[src/rtl/uart_text_pkg.sv]
// Shared definitions for the UART text command parser: command byte values,
// the FSM state encoding, the one-hot command class and a colour-digit helper.
// Ports: none (package). Optional feature macro TEXT_BACKSPACE_EN is used by importers.
package uart_text_pkg;

  localparam logic [7:0] BYTE_FONT_UP = 8'h2B;  // '+'
  localparam logic [7:0] BYTE_FONT_DN = 8'h2D;  // '-'
  localparam logic [7:0] BYTE_CLEAR   = 8'h23;  // '#'
  localparam logic [7:0] BYTE_BKSP    = 8'h08;
  localparam logic [7:0] BYTE_ESCAPE  = 8'h7E;  // '~'
  localparam logic [7:0] BYTE_COMMIT  = 8'h0D;
  localparam logic [7:0] BYTE_DIGIT_0 = 8'h30;  // '0'
  localparam logic [7:0] BYTE_DIGIT_7 = 8'h37;  // '7'

  typedef enum logic [1:0] {
    ST_IDLE   = 2'd0,
    ST_ESCAPE = 2'd1,
    ST_UPDATE = 2'd2
  } state_e;

  // Exactly one field is set for any byte.
  typedef struct packed {
    logic commit;
    logic esc;
    logic bksp;
    logic clear;
    logic font_dn;
    logic font_up;
    logic chr;
  } cmd_class_t;

  function automatic logic is_colour_digit(input logic [7:0] b);
    return (b >= BYTE_DIGIT_0) && (b <= BYTE_DIGIT_7);
  endfunction

endpackage

[src/rtl/text_byte_classifier.sv]
// Combinational decode of one received byte into a one-hot command class.
// Ports: data_i (byte in), cls_o (one-hot class out). No clock, no state.
// Macro TEXT_BACKSPACE_EN: when defined 0x08 is backspace, otherwise a plain character.
module text_byte_classifier
  import uart_text_pkg::*;
(
  input  logic [7:0] data_i,
  output cmd_class_t cls_o
);

  always_comb begin
    cls_o = '0;
    case (data_i)
      BYTE_FONT_UP: cls_o.font_up = 1'b1;
      BYTE_FONT_DN: cls_o.font_dn = 1'b1;
      BYTE_CLEAR:   cls_o.clear   = 1'b1;
      BYTE_ESCAPE:  cls_o.esc     = 1'b1;
      BYTE_COMMIT:  cls_o.commit  = 1'b1;
`ifdef TEXT_BACKSPACE_EN
      BYTE_BKSP:    cls_o.bksp    = 1'b1;
`else
      BYTE_BKSP:    cls_o.chr     = 1'b1;
`endif
      default:      cls_o.chr     = 1'b1;
    endcase
  end

endmodule

[src/rtl/text_command_parser.sv]
// Parses a UART byte stream into a text buffer plus font size / colour, and hands a
// stable snapshot to the display side with a valid/ready handshake (update_valid one
// cycle after the triggering byte). Ports: system_clock, system_reset (async, high),
// data_received/received_flag (byte strobe in), text_buffer/text_length/font_size/
// text_colour (snapshot out), update_valid/update_ready, byte_dropped (discard pulse).
// Macro TEXT_BACKSPACE_EN enables 0x08 as backspace (see text_byte_classifier).
module text_command_parser
  import uart_text_pkg::*;
#(
  parameter int MAX_TEXT_LENGTH = 16,
  parameter int FONT_SIZE_WIDTH = 2,
  parameter int MAX_FONT_SIZE   = 3,
  parameter int MIN_FONT_SIZE   = 0,
  parameter int COLOUR_WIDTH    = 3
) (
  input  logic                         system_clock,
  input  logic                         system_reset,
  input  logic [7:0]                   data_received,
  input  logic                         received_flag,
  output logic [8*MAX_TEXT_LENGTH-1:0] text_buffer,
  output logic [5:0]                   text_length,
  output logic [FONT_SIZE_WIDTH-1:0]   font_size,
  output logic [COLOUR_WIDTH-1:0]      text_colour,
  output logic                         update_valid,
  input  logic                         update_ready,
  output logic                         byte_dropped
);

  localparam logic [5:0] LEN_MAX  = 6'(MAX_TEXT_LENGTH);
  localparam logic [5:0] LEN_LAST = 6'(MAX_TEXT_LENGTH - 1);
  localparam logic [FONT_SIZE_WIDTH-1:0] FONT_MAX = FONT_SIZE_WIDTH'(MAX_FONT_SIZE);
  localparam logic [FONT_SIZE_WIDTH-1:0] FONT_MIN = FONT_SIZE_WIDTH'(MIN_FONT_SIZE);

  state_e                       state_q, state_d;
  logic [8*MAX_TEXT_LENGTH-1:0] buf_q, buf_d;
  logic [5:0]                   len_q, len_d;
  logic [FONT_SIZE_WIDTH-1:0]   font_q, font_d;
  logic [COLOUR_WIDTH-1:0]      colour_q, colour_d;
  logic                         drop_q, drop_d;
  cmd_class_t                   cls;

  text_byte_classifier u_classifier (
    .data_i (data_received),
    .cls_o  (cls)
  );

  // State and datapath registers.
  always_ff @(posedge system_clock or posedge system_reset) begin
    if (system_reset) begin
      state_q  <= ST_IDLE;
      buf_q    <= '0;
      len_q    <= '0;
      font_q   <= FONT_MIN;
      colour_q <= '0;
      drop_q   <= 1'b0;
    end else begin
      state_q  <= state_d;
      buf_q    <= buf_d;
      len_q    <= len_d;
      font_q   <= font_d;
      colour_q <= colour_d;
      drop_q   <= drop_d;
    end
  end

  // Next-state logic.
  always_comb begin
    state_d = state_q;
    case (state_q)
      ST_IDLE: begin
        if (received_flag) begin
          if (cls.chr) begin
            // The character that fills the buffer publishes it automatically.
            if (len_q == LEN_LAST) state_d = ST_UPDATE;
          end else if (cls.font_up || cls.font_dn || cls.clear || cls.commit) begin
            state_d = ST_UPDATE;
          end else if (cls.esc) begin
            state_d = ST_ESCAPE;
          end
        end
      end
      ST_ESCAPE: begin
        if (received_flag) begin
          state_d = is_colour_digit(data_received) ? ST_UPDATE : ST_IDLE;
        end
      end
      ST_UPDATE: begin
        // Clear restarts the handshake with the new contents, even if ready is high.
        if (received_flag && cls.clear) state_d = ST_UPDATE;
        else if (update_ready)          state_d = ST_IDLE;
      end
      default: state_d = ST_IDLE;
    endcase
  end

  // Datapath next values; contents only change in UPDATE through clear.
  always_comb begin
    buf_d    = buf_q;
    len_d    = len_q;
    font_d   = font_q;
    colour_d = colour_q;
    drop_d   = 1'b0;
    if (received_flag) begin
      case (state_q)
        ST_IDLE: begin
          if (cls.chr) begin
            if (len_q == LEN_MAX) begin
              drop_d = 1'b1;
            end else begin
              for (int i = 0; i < MAX_TEXT_LENGTH; i++) begin
                if (6'(i) == len_q) buf_d[8*i +: 8] = data_received;
              end
              len_d = len_q + 6'd1;
            end
          end else if (cls.font_up) begin
            if (font_q < FONT_MAX) font_d = font_q + 1'b1;
          end else if (cls.font_dn) begin
            if (font_q > FONT_MIN) font_d = font_q - 1'b1;
          end else if (cls.clear) begin
            buf_d    = '0;
            len_d    = '0;
            font_d   = FONT_MIN;
            colour_d = '0;
          end else if (cls.bksp) begin
            // Backspace on an empty buffer is silently ignored.
            if (len_q != 6'd0) begin
              for (int i = 0; i < MAX_TEXT_LENGTH; i++) begin
                if (6'(i) + 6'd1 == len_q) buf_d[8*i +: 8] = 8'h00;
              end
              len_d = len_q - 6'd1;
            end
          end
        end
        ST_ESCAPE: begin
          if (is_colour_digit(data_received)) begin
            colour_d = COLOUR_WIDTH'(data_received - BYTE_DIGIT_0);
          end else begin
            drop_d = 1'b1;
          end
        end
        ST_UPDATE: begin
          if (cls.clear) begin
            buf_d    = '0;
            len_d    = '0;
            font_d   = FONT_MIN;
            colour_d = '0;
          end else begin
            drop_d = 1'b1;
          end
        end
        default: drop_d = 1'b0;
      endcase
    end
  end

  // Outputs.
  always_comb begin
    update_valid = (state_q == ST_UPDATE);
    byte_dropped = drop_q;
    text_buffer  = buf_q;
    text_length  = len_q;
    font_size    = font_q;
    text_colour  = colour_q;
  end

endmodule

[config.mk]
export PLATFORM = sky130hd
export DESIGN_NAME = text_command_parser
export DESIGN_NICKNAME = d
export VERILOG_FILES = /design/src/rtl/uart_text_pkg.sv /design/src/rtl/text_byte_classifier.sv /design/src/rtl/text_command_parser.sv
export SDC_FILE = /design/constraint.sdc
export NUM_CORES = 1
export LEC_CHECK = 0
export ABC_AREA = 1
export CAP_MARGIN = 5
export CELL_PAD_IN_SITES_DETAIL_PLACEMENT = 2
export CELL_PAD_IN_SITES_GLOBAL_PLACEMENT = 2
export CORE_UTILIZATION = 29
export DETAILED_ROUTE_END_ITERATION = 10
export HOLD_SLACK_MARGIN = 0.03
export PLACE_DENSITY = 0.82
export SYNTH_ARGS = -nofsm -noshare
export SYNTH_HDL_FRONTEND = slang
export SYNTH_SLANG_ARGS = --single-unit
[constraint.sdc]
create_clock -name system_clock -period 5.7 [get_ports system_clock]
set_input_delay 1.14 -clock system_clock [delete_from_list [all_inputs] [get_ports system_clock]]
set_output_delay 1.14 -clock system_clock [all_outputs]
set_load 0.02 [all_outputs]
# After elaboration in Yosys (flattened, before gate mapping)
# Index checks and enable logic that the tools add are counted.
# word_totals
output_inout_bits,141
elab_cells,175
regBits,142
# classes
mux,62
add_sub_neg,4
reduce_logical,30
eq_ne,54
magnitude_cmp,4
# ops
cell,n
$mux W128,5
$pmux W128 S2,1
$mux W8,16
$reduce_and A6 Y1,17
$ne A3 B3 Y1 const B,21
$eq A4 B6 Y1 const A,8
$mux W2,15
$mux W6,5
$eq A3 B6 Y1 const A,4
$eq A8 B6 Y1 const B,3
$mux W3,5
$reduce_and A5 Y1,3
$eq A2 B6 Y1 const A,2
$ne A2 B2 Y1 const B,6
$pmux W6 S2,1
$mux W1,10
$pmux W3 S3,1
$eq A8 B4 Y1 const B,1
$eq A8 B7 Y1 const B,1
$ge A8 B6 Y1 const B,1
$le A8 B6 Y1 const B,1
$ne A4 B4 Y1 const B,2
$add A6 B1 Y6 const B,1
$eq A1 B6 Y1 const A,1
20 further kinds,23

# Depth between registers and ports, before layout
# depth
ltp_word,9
ltp_mapped,13
ltp_nobuf,12

# Cells and area by module
# A second synthesis with hierarchy kept.
# unflattened
hier_cells,884
area_unflattened_um2,7009.2
# by_module_without_submodules
module,cells_per_inst,instances,area_each_um2
text_command_parser,844,1,6847.8
text_byte_classifier,40,1,161.4

# Worst setup path after synthesis
# No wires, ideal clock.
# synth_path
kind,input-to-reg
from,input port data_received[6]
to,"register buf_q[10], in the netlist text_buffer[10]"
path_stages,11
n_path_buf,1
slack_ns,3.261
t_required_ns,5.583
t_arrival_ns,2.322
setup_ns,0.117
path_cell_list,inv_1 -> nand2_1 -> nor2_4 -> nand2_2 -> nand2_2 -> nor2_1 -> nand4_2 -> buf_2 -> nand3_1 -> nand2_1 -> nand2_1
# synth_via
elab_chain_len,7
elab_cells_between_ends,19
classes_between,9 x eq/ne; 8 x mux; 2 x reduce/logical
# synth_rtl
item,line_no,rtl
from (decl),text_command_parser.sv:18,"input logic [7:0] data_received,"
$eq A8 B6 Y1,text_byte_classifier.sv:13,case (data_i)
$mux W1,text_byte_classifier.sv:13,
$mux W128 (3 in a row),-,
$mux W128,text_command_parser.sv:106,if (cls.chr) begin
$pmux W128 S2,text_command_parser.sv:104,case (state_q)
to (signal assigned),text_command_parser.sv:58,buf_q <= buf_d;
to (decl),text_command_parser.sv:35,"logic [8*MAX_TEXT_LENGTH-1:0] buf_q, buf_d;"
# Several ways; a longest one is shown, not always the timed one. The select of a mux whose other input is x is not followed.
# A chain may end at the register's enable or synchronous reset.

# Final worst setup path
# layout_path
from,input port data_received[1]
to,"register buf_q[8], in the netlist text_buffer[8]"
# Same word-level chain as after synthesis.

==> results.md <==
* Status: finished, violations left
* Failing checks: DRC
* Inserted Diodes at 0
* Worst endpoint required time at 6.06 ns
* Cell area after synthesis at around 7800 um^2
* Fin. Hold Viols at 0
* Fin. max-slew vios at 0
* Final WL at roughly 31 mm
* Vias at 8030
* #FFs+latches synth at 142
* Sequential share of the synthesized area at a little under half
* Placer Congestion at 0.828
* Share of layout cells above drive strength 1 at under 10%
* CP endpoint kind: flip-flop
* Via-to-Cell Ratio at 5.11
* Nets at 1245
* R2r worst-path depth at 9
* Final Util at approximately two fifths
* Io pins at approximately 150
* Cells after synthesis at 1091
* CTS tree: yes
* Initial antenna violation count at 0
* CTS Buffer Depth at 2
* WP depth at 11
* TritonCTS buffer count at 17
* VDD IR-drop max at 0.201 mV
* CP max-delay cell: nand2_1
* Setup bufs post-CTS at 0
* Clock latency on the worst-skew pair at ~0.43 ns
* HP Class: reg -> reg
* Wire per inst at just under 20 um
* Synth Area per Inst at 7.18 um^2
* Yosys warning count at 0
* PwrDens at between 600 and 700 nW/um^2
* Most common cell after layout, fill and taps aside: nand2_1
* WP data arrival at 4.20 ns
* Horiz. Die Dim at 166 um
* Final Setup Violations at 0
* Gr ovfl total at 0
* Num rows at a little under 60
* Die area at 27700 um^2
* CP delay by family, top: simple AND/OR/NAND/NOR gates
* DPL Wire Length at 20.7 mm
* Vias in the first global route at 8665
* Pre-antenna DRT Iters at 10
* Remaining antenna violation count at 0
* DR iter-0 viols at 450
* Initial Util at just under 30%
* Core box area at 26300 um^2
* CTS H-tree depth at 4
* CP Class: in -> reg
* # hold bufs at CTS at 0
* Tot Pwr at 6.29 mW
* Crit start category: primary input
* Actual slew at the worst max-slew pin at 1.07 ns
* Max stage delay on crit path at 0.87 ns
* Die height at around 170 um
* Max_slew headroom at 28.6%
* Max_cap viols at 0
* First-pass GRT wire length at 50.1 mm
* Syn_nets at 1113
* Min Tclk post-route at between 3 and 4 ns
* Post-CTS resize count at 0
* Most frequent cells in the layout: 585 x nand2_1, 176 x nand3_1, 152 x clkdlybuf4s50_1
* Worst-path maximum fanout at 16
* Clock sinks at between 100 and 150
* DRC violation count after routing at 7
* Area growth, synth to finish at 28.5%
* Dpl cell area at roughly 9500 um^2
* Worst path bufs/invs at 2
* CP most frequent cell: nand2_1
* Leakage at 5.28 nW
* Clock-pin slew on the worst setup and hold paths at 0.07 ns
* Clk root buf: clkbuf_16
* Setup TNS Final at 0 ns
* Period utilization at 67.4%
* # port buffers at 152
* Global Route Usage Sum at a little under a quarter
* Final instance area at around 10000 um^2
* Distinct cells, synth at 32
* Hold depth at 2
* Fmax at 0.260 GHz
* Clock skew at 0.00984 ns
* Worst path cell trace: clkdlybuf4s50_1 -> inv_1 -> nand2_1 -> nor2_1 -> nand3_1 -> nand2_2 -> nor3_4 -> nand2_1 -> nand2_1 -> nand2_1 -> nand2_1
* RSZ-0062 raised after global routing: false
* Largest net degree at the start of global routing at 87
[synth_stat cells, drive strengths merged]
cell | number | share of area, %
nand4 | 6 | 0.56
a31oi | 2 | 0.16
dfrtp | 142 | 45
or2 | 1 | 0.080
o211ai | 1 | 0.096
nand3b | 1 | 0.096
o22ai | 1 | 0.080
nor3 | 3 | 0.34
nand2 | 596 | 29
nor2 | 40 | 3.0
xor2 | 3 | 0.34
nand3 | 178 | 12
inv | 47 | 2.3
clkbuf | 3 | 0.14
buf | 44 | 4.1
a21oi | 4 | 0.30
ha | 10 | 1.6
o21ai | 9 | 0.57
[worst paths after layout]
| path | startpoint | slack (ns) | endpoint |
|---|---|---|---|
| min in group asynchronous | system_reset | 1.28 | text_buffer[85]$_DFFE_PP0P_ |
| max in group asynchronous | system_reset | 3.46 | text_buffer[33]$_DFFE_PP0P_ |
| worst min register to register | text_colour[2]$_DFFE_PP0P_ | 0.51 | text_colour[2]$_DFFE_PP0P_ |
| worst min-delay path | text_colour[2]$_DFFE_PP0P_ | 0.51 | text_colour[2]$_DFFE_PP0P_ |
| worst max register to register | state_q[1]$_DFFE_PP0P_ | 2.30 | text_buffer[31]$_DFFE_PP0P_ |
| worst max-delay path | data_received[1] | 1.86 | text_buffer[8]$_DFFE_PP0P_ |
[power breakdown]
group | total (mW) | internal, mW | leakage (nW) | switching, mW
Clock | 1.10 | 0.608 | 0.261 | 0.490
Combinational | 3.32 | 1.22 | 3.20 | 2.10
Sequential | 1.87 | 1.42 | 1.82 | 0.449
[final cells by class]
type / instances / area (um^2)
Clock buffer: 18 / 429
Clock inverter: 13 / 130
Fill cell: 3098 / 16200
Inverter: 47 / 181
Multi-Input combinational cell: 855 / 3770
Sequential cell: 142 / 3550
Tap cell: 335 / 419
Timing Repair Buffer: 160 / 1580
[cells by family after synthesis]
logic type	synth area share (%)
AND/OR/NAND/NOR	45.0
flip-flops	45.4
buffers and inverters	6.45
AO/OA/AOI/OAI	1.21
adder cells (fa/ha/maj)	1.60
XOR/XNOR	0.335
[metal layers]
layer,up-vias,wire (um),share of wire (%),track usage (%)
met5,-,0,0,0
met4,0,351,1.1,5.39
met3,22,1020,3.3,2.98
met2,159,15600,50,39.5
met1,4144,14200,46,31.0
li1,3705,-,-,-
[sequential cells by signal, summed over array words and instances (netlist names)]
name / cells
font_size: 2
text_buffer: 128
text_colour: 3
state_q: 2
byte_dropped: 1
text_length: 6
[per-stage QoR]
| step | setup slack (ns) | hold slack [ns] | std cells |
|---|---|---|---|
| 4_1_cts | 1.88 | 0.520 | 1570 |
| 3_5_place_dp | 1.44 | 0.502 | 1539 |
| 6_report | 1.86 | 0.512 | 1570 |
| 2_1_floorplan | 0.750 | 0.580 | 1091 |
| 3_3_place_gp | 1.52 | 0.480 | 1539 |
| 5_1_grt | 1.62 | 0.533 | 1570 |
[tightest hold or removal path, stage by stage (launching register included)]
cell and delay (ns):
dfrtp_1 0.35, nand2_1 0.05, o21ai_0 0.07
(Power assumes the default switching activity.)
